[config.mk]
export PLATFORM = sky130hd
export DESIGN_NAME = bch_chien_search
export DESIGN_NICKNAME = d
export VERILOG_FILES = /design/src/rtl/bch_tables.sv /design/src/rtl/bch_chien_search_gf_mul_alpha.sv /design/src/rtl/bch_chien_search.sv
export SDC_FILE = /design/constraint.sdc
export NUM_CORES = 1
export LEC_CHECK = 0
export CAP_MARGIN = 15
export CORE_ASPECT_RATIO = 1.75
export CORE_MARGIN = 4
export CORE_UTILIZATION = 35
export CTS_BUF_LIST = sky130_fd_sc_hd__clkbuf_16
export DETAILED_ROUTE_END_ITERATION = 8
export PLACE_DENSITY = 0.67
export SLEW_MARGIN = 15
export SYNTH_ARGS = -nofsm -noshare
export SYNTH_HDL_FRONTEND = slang
export SYNTH_SLANG_ARGS = --single-unit
[constraint.sdc]
create_clock -name clk -period 1.62 [get_ports clk]
set_input_delay 0.405 -clock clk [delete_from_list [all_inputs] [get_ports clk]]
set_output_delay 0.405 -clock clk [all_outputs]
set_load 0.01 [all_outputs]
[src/rtl/bch_tables.sv]
// Shared definitions for the BCH(15,7) t=2 Chien search over GF(16).
// Holds the field width, the x^4+x+1 feedback taps, the alpha power table
// and the search FSM state type.
package bch_tables;

  localparam int GF_M = 4;
  localparam int GF_N = 15;

  // Feedback taps of x^4+x+1 applied when the MSB shifts out.
  localparam logic [GF_M-1:0] GF_POLY = 4'b0011;

  // alpha^k for k = 0..14 in polynomial basis.
  localparam logic [GF_M-1:0] ALPHA_POW [0:GF_N-1] = '{
    4'h1, 4'h2, 4'h4, 4'h8, 4'h3, 4'h6, 4'hC, 4'hB,
    4'h5, 4'hA, 4'h7, 4'hE, 4'hF, 4'hD, 4'h9
  };

  typedef enum logic [1:0] {
    IDLE   = 2'd0,
    SEARCH = 2'd1,
    DONE   = 2'd2
  } state_t;

endpackage

[src/rtl/bch_chien_search_gf_mul_alpha.sv]
// gf_mul_alpha: constant multiply by alpha in GF(16), pure XOR network.
// Ports: a - field element in, y - a*alpha out.
// Combinational, zero latency, no flow control.
import bch_tables::*;

module gf_mul_alpha (
  input  logic [GF_M-1:0] a,
  output logic [GF_M-1:0] y
);

  assign y = {a[GF_M-2:0], 1'b0} ^ (a[GF_M-1] ? GF_POLY : '0);

endmodule

[src/rtl/bch_chien_search.sv]
// bch_chien_search: serial Chien search of L(x)=1+l1*x+l2*x^2 over GF(16),
// strobing err_bit for positions 14..0 and reporting err_vec/err_count/dec_fail.
// Ports: clk, rst (sync active-low); in_valid/in_ready/lambda1/lambda2 input
// handshake; err_bit_valid/err_bit/err_pos per-cycle strobe; out_valid/out_ready
// result handshake with err_vec, err_count, dec_fail.
// Latency: accept at cycle 0, strobes cycles 1..15, result from cycle 16; one
// job in flight, so in_ready stays low until the result is taken.
import bch_tables::*;

module bch_chien_search #(
  parameter int N = 15,
  parameter int M = 4
) (
  input  logic          clk,
  input  logic          rst,
  input  logic          in_valid,
  output logic          in_ready,
  input  logic [M-1:0]  lambda1,
  input  logic [M-1:0]  lambda2,
  output logic          err_bit_valid,
  output logic          err_bit,
  output logic [3:0]    err_pos,
  output logic          out_valid,
  input  logic          out_ready,
  output logic [N-1:0]  err_vec,
  output logic [1:0]    err_count,
  output logic          dec_fail
);

  state_t         state_q, state_d;
  logic [M-1:0]   r1_q, r2_q;
  logic [3:0]     k_q;
  logic [N-1:0]   vec_q;
  logic [1:0]     cnt_q;
  logic [1:0]     deg_q;

  logic [M-1:0]   mul_in1, mul_in2;
  logic [M-1:0]   r1_nx, r2_mid, r2_nx;
  logic [M-1:0]   s;
  logic           hit;
  logic [3:0]     pos;

  // In IDLE the multipliers see the incoming lambdas so the same instances
  // produce the first-step terms l1*alpha and l2*alpha^2 on load.
  assign mul_in1 = (state_q == IDLE) ? lambda1 : r1_q;
  assign mul_in2 = (state_q == IDLE) ? lambda2 : r2_q;

  gf_mul_alpha u_mul_r1  (.a(mul_in1), .y(r1_nx));
  gf_mul_alpha u_mul_r2a (.a(mul_in2), .y(r2_mid));
  gf_mul_alpha u_mul_r2b (.a(r2_mid),  .y(r2_nx));

  assign s   = 4'b0001 ^ r1_q ^ r2_q;
  assign hit = (state_q == SEARCH) && (s == '0);
  // Evaluating at alpha^k locates an error at codeword position 15-k.
  assign pos = 4'd15 - k_q;

  always_comb begin
    state_d       = state_q;
    in_ready      = 1'b0;
    err_bit_valid = 1'b0;
    err_bit       = 1'b0;
    err_pos       = '0;
    out_valid     = 1'b0;
    err_vec       = '0;
    err_count     = '0;
    dec_fail      = 1'b0;
    case (state_q)
      IDLE: begin
        in_ready = 1'b1;
        if (in_valid) state_d = SEARCH;
      end
      SEARCH: begin
        err_bit_valid = 1'b1;
        err_pos       = pos;
        err_bit       = hit;
        if (k_q == 4'd15) state_d = DONE;
      end
      DONE: begin
        out_valid = 1'b1;
        err_vec   = vec_q;
        err_count = (cnt_q == 2'd3) ? 2'd2 : cnt_q;
        // A degree-d locator must have exactly d distinct roots in the field.
        dec_fail  = (cnt_q != deg_q) || (cnt_q == 2'd3);
        if (out_ready) state_d = IDLE;
      end
      default: state_d = IDLE;
    endcase
  end

  always_ff @(posedge clk) begin
    if (!rst) begin
      state_q <= IDLE;
      r1_q    <= '0;
      r2_q    <= '0;
      k_q     <= '0;
      vec_q   <= '0;
      cnt_q   <= '0;
      deg_q   <= '0;
    end else begin
      state_q <= state_d;
      if (state_q == IDLE && in_valid) begin
        r1_q  <= r1_nx;
        r2_q  <= r2_nx;
        k_q   <= 4'd1;
        vec_q <= '0;
        cnt_q <= '0;
        deg_q <= (lambda2 != '0) ? 2'd2 : ((lambda1 != '0) ? 2'd1 : 2'd0);
      end else if (state_q == SEARCH) begin
        r1_q <= r1_nx;
        r2_q <= r2_nx;
        k_q  <= k_q + 4'd1;
        if (hit) begin
          vec_q[pos] <= 1'b1;
          if (cnt_q != 2'd3) cnt_q <= cnt_q + 2'd1;
        end
      end
    end
  end

endmodule

==> results.py <==
metrics = {
    "run_status": {
        "run_status": "finished with violations",
        "failed_checks": "setup timing",
    },
    "synth": {
        "asyncSetResetFlopFracSynth_pct": 0,
        "synth.yosys.seq_area_share_pct": 39.5,
        "post-synth-top-area-cell": "dfxtp_1",
        "avgSynthCellArea_sq_um": 8.28,
        "synth.top_cells.by_area": "dfxtp_1, nand2_1, and2_1",
        "ys.warnings.count": 0,
        "register_bit_total_from_synthesis": 33,
        "fraction_of_synthesized_cell_area_taken_by_the_top_area_cell_type_pct": 39.5,
        "synthesis.area_sq_mm": 0.00167,
        "synth_enable_flop_cells": 0,
        "netlist-cell-type-count": 32,
        "synthesis.nets": 220,
        "synthesis.instances": 202,
        "main_synth_ff_type": "dfxtp_1",
    },
    "global_routing": {
        "initial_antenna_violation_count": 0,
        "grt_remaining_overflow": 0,
        "via_count_of_the_first_global_routing_pass": 1653,
        "grt_use_total_pct": 15.7,
        "largest_net_degree_at_the_start_of_global_routing": 15,
        "global_route_wire_length_before_repair_um": 7140,
    },
    "drt": {
        "total_wirelength_of_the_detailed_routed_design_um": 4350,
        "drt-vias-per-instance": 4.97,
        "routedLengthMet1_um": 1540,
        "detailroute.via_count": 1634,
        "detailroute.wirelength.met2_um": 2520,
        "route.met3.wl_um": 161,
        "routed_wire_length_per_instance_um": 13.2,
        "drt-initial-drc-count": 35,
        "drt_pass1_iterations": 4,
        "ant_nets": 0,
        "top_layer_used": "met4",
        "drt_drc_violations_left": 0,
    },
    "cells_and_area": {
        "post_layout_nonfiller_instances": 329,
        "final_area_sq_mm": 0.00258,
        "share_of_layout_cells_above_drive_strength_1_pct": 36.8,
        "syn_to_final_growth_pct": 54.0,
        "nets": 295,
        "num_antenna_cells": 0,
        "finalCoreUtilization_pct": 55.2,
    },
    "timing": {
        "rsz0062_at_grt": "yes",
        "max_freq_mhz": 557,
        "skew_ps": 4.82,
        "finalCriticalPeriod_ps": 1800,
        "setup_viol": 19,
        "worst_slew_margin_rel_pct": 74.9,
        "slew_violations": 0,
        "final_critical_path_setup_slack_ps": -176,
        "report.final.hold_viol_count": 0,
        "layout_worst_path_cycle_share_pct": 111,
        "tightestPinTransition_ps": 373,
    },
    "floorplan": {
        "core_region_area_sq_mm": 0.00467,
        "initial_core_util_pct": 35.9,
        "floorplan.die.width_um": 60.3,
        "die_height_um": 99.5,
        "io_pins": 38,
        "dieArea_sq_mm": 0.00599,
        "rows": 33,
    },
    "setup_path": {
        "worst_path_class_setup": "reg2out",
        "rr_startpoint": "state_q[0]$_SDFFE_PN0P_",
        "critPathRequiredTime_ps": 1210,
        "reg2reg_depth": 8,
        "cpLargestDelayFamily": "simple AND/OR/NAND/NOR gates",
        "slowest_stage": "a2111oi_4",
        "cp_slowest_stage_delay_ps": 340,
        "timing.critical_path.depth": 4,
        "start_kind": "flip-flop",
        "crit_arrival_ps": 1390,
        "worst-path-max-fanout": 2,
        "worstPathBufferInverterCount": 1,
        "crit_path_end_kind": "output port",
        "startpoint": "r1_q[3]$_SDFFE_PN0P_",
        "cp_cell_sequence": "nor2b_1 > a2111oi_4 > and2_4 > buf_6",
    },
    "clocking": {
        "path_clk_slew_ps": 50,
        "clock_sink_count": 33,
        "clock_insertion_delay_worst_skew_ps": 270,
        "cts_htree_levels": 2,
        "cts_made_buffers": 5,
        "clock_path_buffers": 2,
        "cts_tree": "built",
        "clk_root_buffer_cell": "clkbuf_16",
    },
    "worst_hold_path": {
        "hold_start": "vec_q[13]$_SDFFE_PP0P_",
        "cells_on_worst_hold_path": 2,
        "min_path_type": "reg2reg",
    },
    "placement": {
        "port_buffers": 37,
        "dp_hpwl_um": 3410,
        "dpl_worst_slack_ps": -361,
        "dpl-instance-area_sq_mm": 0.00232,
        "dp.cells": 315,
        "gp_congestion": 0.836,
    },
    "pwr": {
        "power_report.internal_total_uw": 1580,
        "power.sequential.fraction_pct": 41.9,
        "switchingPower_uw": 503,
        "power.static_leakage_uw": 0.00117,
        "power.share.combinational_pct": 17.1,
        "power.ir.vdd_worst_v": 0.000736,
        "power.share.switching_pct": 24.2,
        "power_density_mw_per_mm2": 808,
        "clock_power_share_pct": 41.0,
    },
    "run": {
        "max-cap-violations": 0,
    },
}
## area by class of cell
cell class,instances,area [sq um]
Timing Repair Buffer,78,664
Inverter,6,22.5
Clock inverter,2,7.51
Sequential cell,33,668
Clock buffer,5,125
Multi-Input combinational cell,153,1020
Tap cell,52,65.1
Fill cell,424,2090
## stage by stage
step	hold slack (ps)	setup TNS [ps]	total power, uW
after global placement	433	-9640	1220
final	451	-2220	2080
after global routing	480	-3280	2170
after detailed placement	436	-10020	1230
after CTS	448	-1750	2080
after floorplan	417	0	1050
## power groups by stage
stage | registers (uW) | clock network [uW] | logic [uW]
after floorplan | 885 | 0 | 165
after global placement | 886 | 0 | 334
after detailed placement | 886 | 0 | 340
after CTS | 871 | 872 | 337
after global routing | 873 | 905 | 389
final | 871 | 854 | 356
## flip-flops by register name, indices dropped and copies added, names as in the netlist
register,flops
r1_q,4
r2_q,4
cnt_q,2
state_q,2
k_q,4
deg_q,2
vec_q,15
## routing by layer
metal | vias up | GRT usage, %
li1 | 830 | -
met1 | 751 | 14.3
met2 | 45 | 30.5
met3 | 8 | 3.25
met4 | 0 | 7.34
met5 | - | 0
## tightest hold or removal path, cell delays in order, from the launching register on
cell and delay [ps]:
dfxtp_1 320, nand2_1 40, o21ai_0 50
## placed cells by master, fill, tap and decap left out, types with 2 or more instances in the layout
| master | synthesis | routed |
|---|---|---|
| buf_4 | 0 | 35 |
| nand2_1 | 33 | 33 |
| inv_1 | 6 | 6 |
| clkbuf_16 | 0 | 5 |
| dfxtp_1 | 33 | 29 |
| clkdlybuf4s50_1 | 0 | 11 |
| clkbuf_2 | 0 | 2 |
| a21oi_1 | 3 | 2 |
| buf_2 | 7 | 9 |
| nor2_2 | 0 | 2 |
| o211ai_1 | 3 | 3 |
| xnor2_1 | 5 | 5 |
| a21boi_0 | 4 | 4 |
| ha_1 | 6 | 6 |
| nor2b_1 | 4 | 2 |
| dfxtp_2 | 0 | 3 |
| buf_6 | 0 | 21 |
| nand2b_1 | 4 | 3 |
| nand3b_1 | 2 | 2 |
| and2_1 | 19 | 5 |
| nor2b_4 | 0 | 2 |
| o21ai_0 | 17 | 17 |
| o21ai_1 | 4 | 4 |
| nand3_1 | 12 | 12 |
| and2_4 | 0 | 14 |
| o211a_1 | 6 | 6 |
| nor2_1 | 11 | 8 |
| nand4_1 | 2 | 2 |
| xor2_1 | 7 | 7 |
## synth_stat cells, types with 4 or more instances
cell,n
xnor2_1,5
o21ai_1,4
and2_1,19
ha_1,6
dfxtp_1,33
buf_2,7
nand2b_1,4
inv_1,6
o21ai_0,17
nor2b_1,4
nand2_1,33
a21boi_0,4
nor2_1,11
o211a_1,6
xor2_1,7
nand3_1,12
## timing repair
| item | CTS | global route |
|---|---|---|
| gates cloned | 1 | 0 |
| pin swaps | 1 | 17 |
| resized for setup | 129 | 29 |
| endpoints found under the setup margin | 41 | 27 |
| hold buffers | 0 | 0 |
| setup buffers | 5 | 5 |
## final timing paths
| path | slack (ps) | end |
|---|---|---|
| worst min register to register | 450 | vec_q[13]$_SDFFE_PP0P_ |
| worst min-delay path | 450 | vec_q[13]$_SDFFE_PP0P_ |
| worst max register to register | 30 | k_q[2]$_SDFFE_PP0N_ |
| worst max-delay path | -180 | err_bit |
## logic make-up after synthesis
kind of cell             share of synthesized area [%]
buffers and inverters                             4.11
AND/OR/NAND/NOR                                   28.1
adder cells (fa/ha/maj)                           4.49
XOR/XNOR                                          6.28
multiplexers                                     0.598
flip-flops                                        39.5
AO/OA/AOI/OAI                                     16.9
Power figures use the tool's default switching activity.
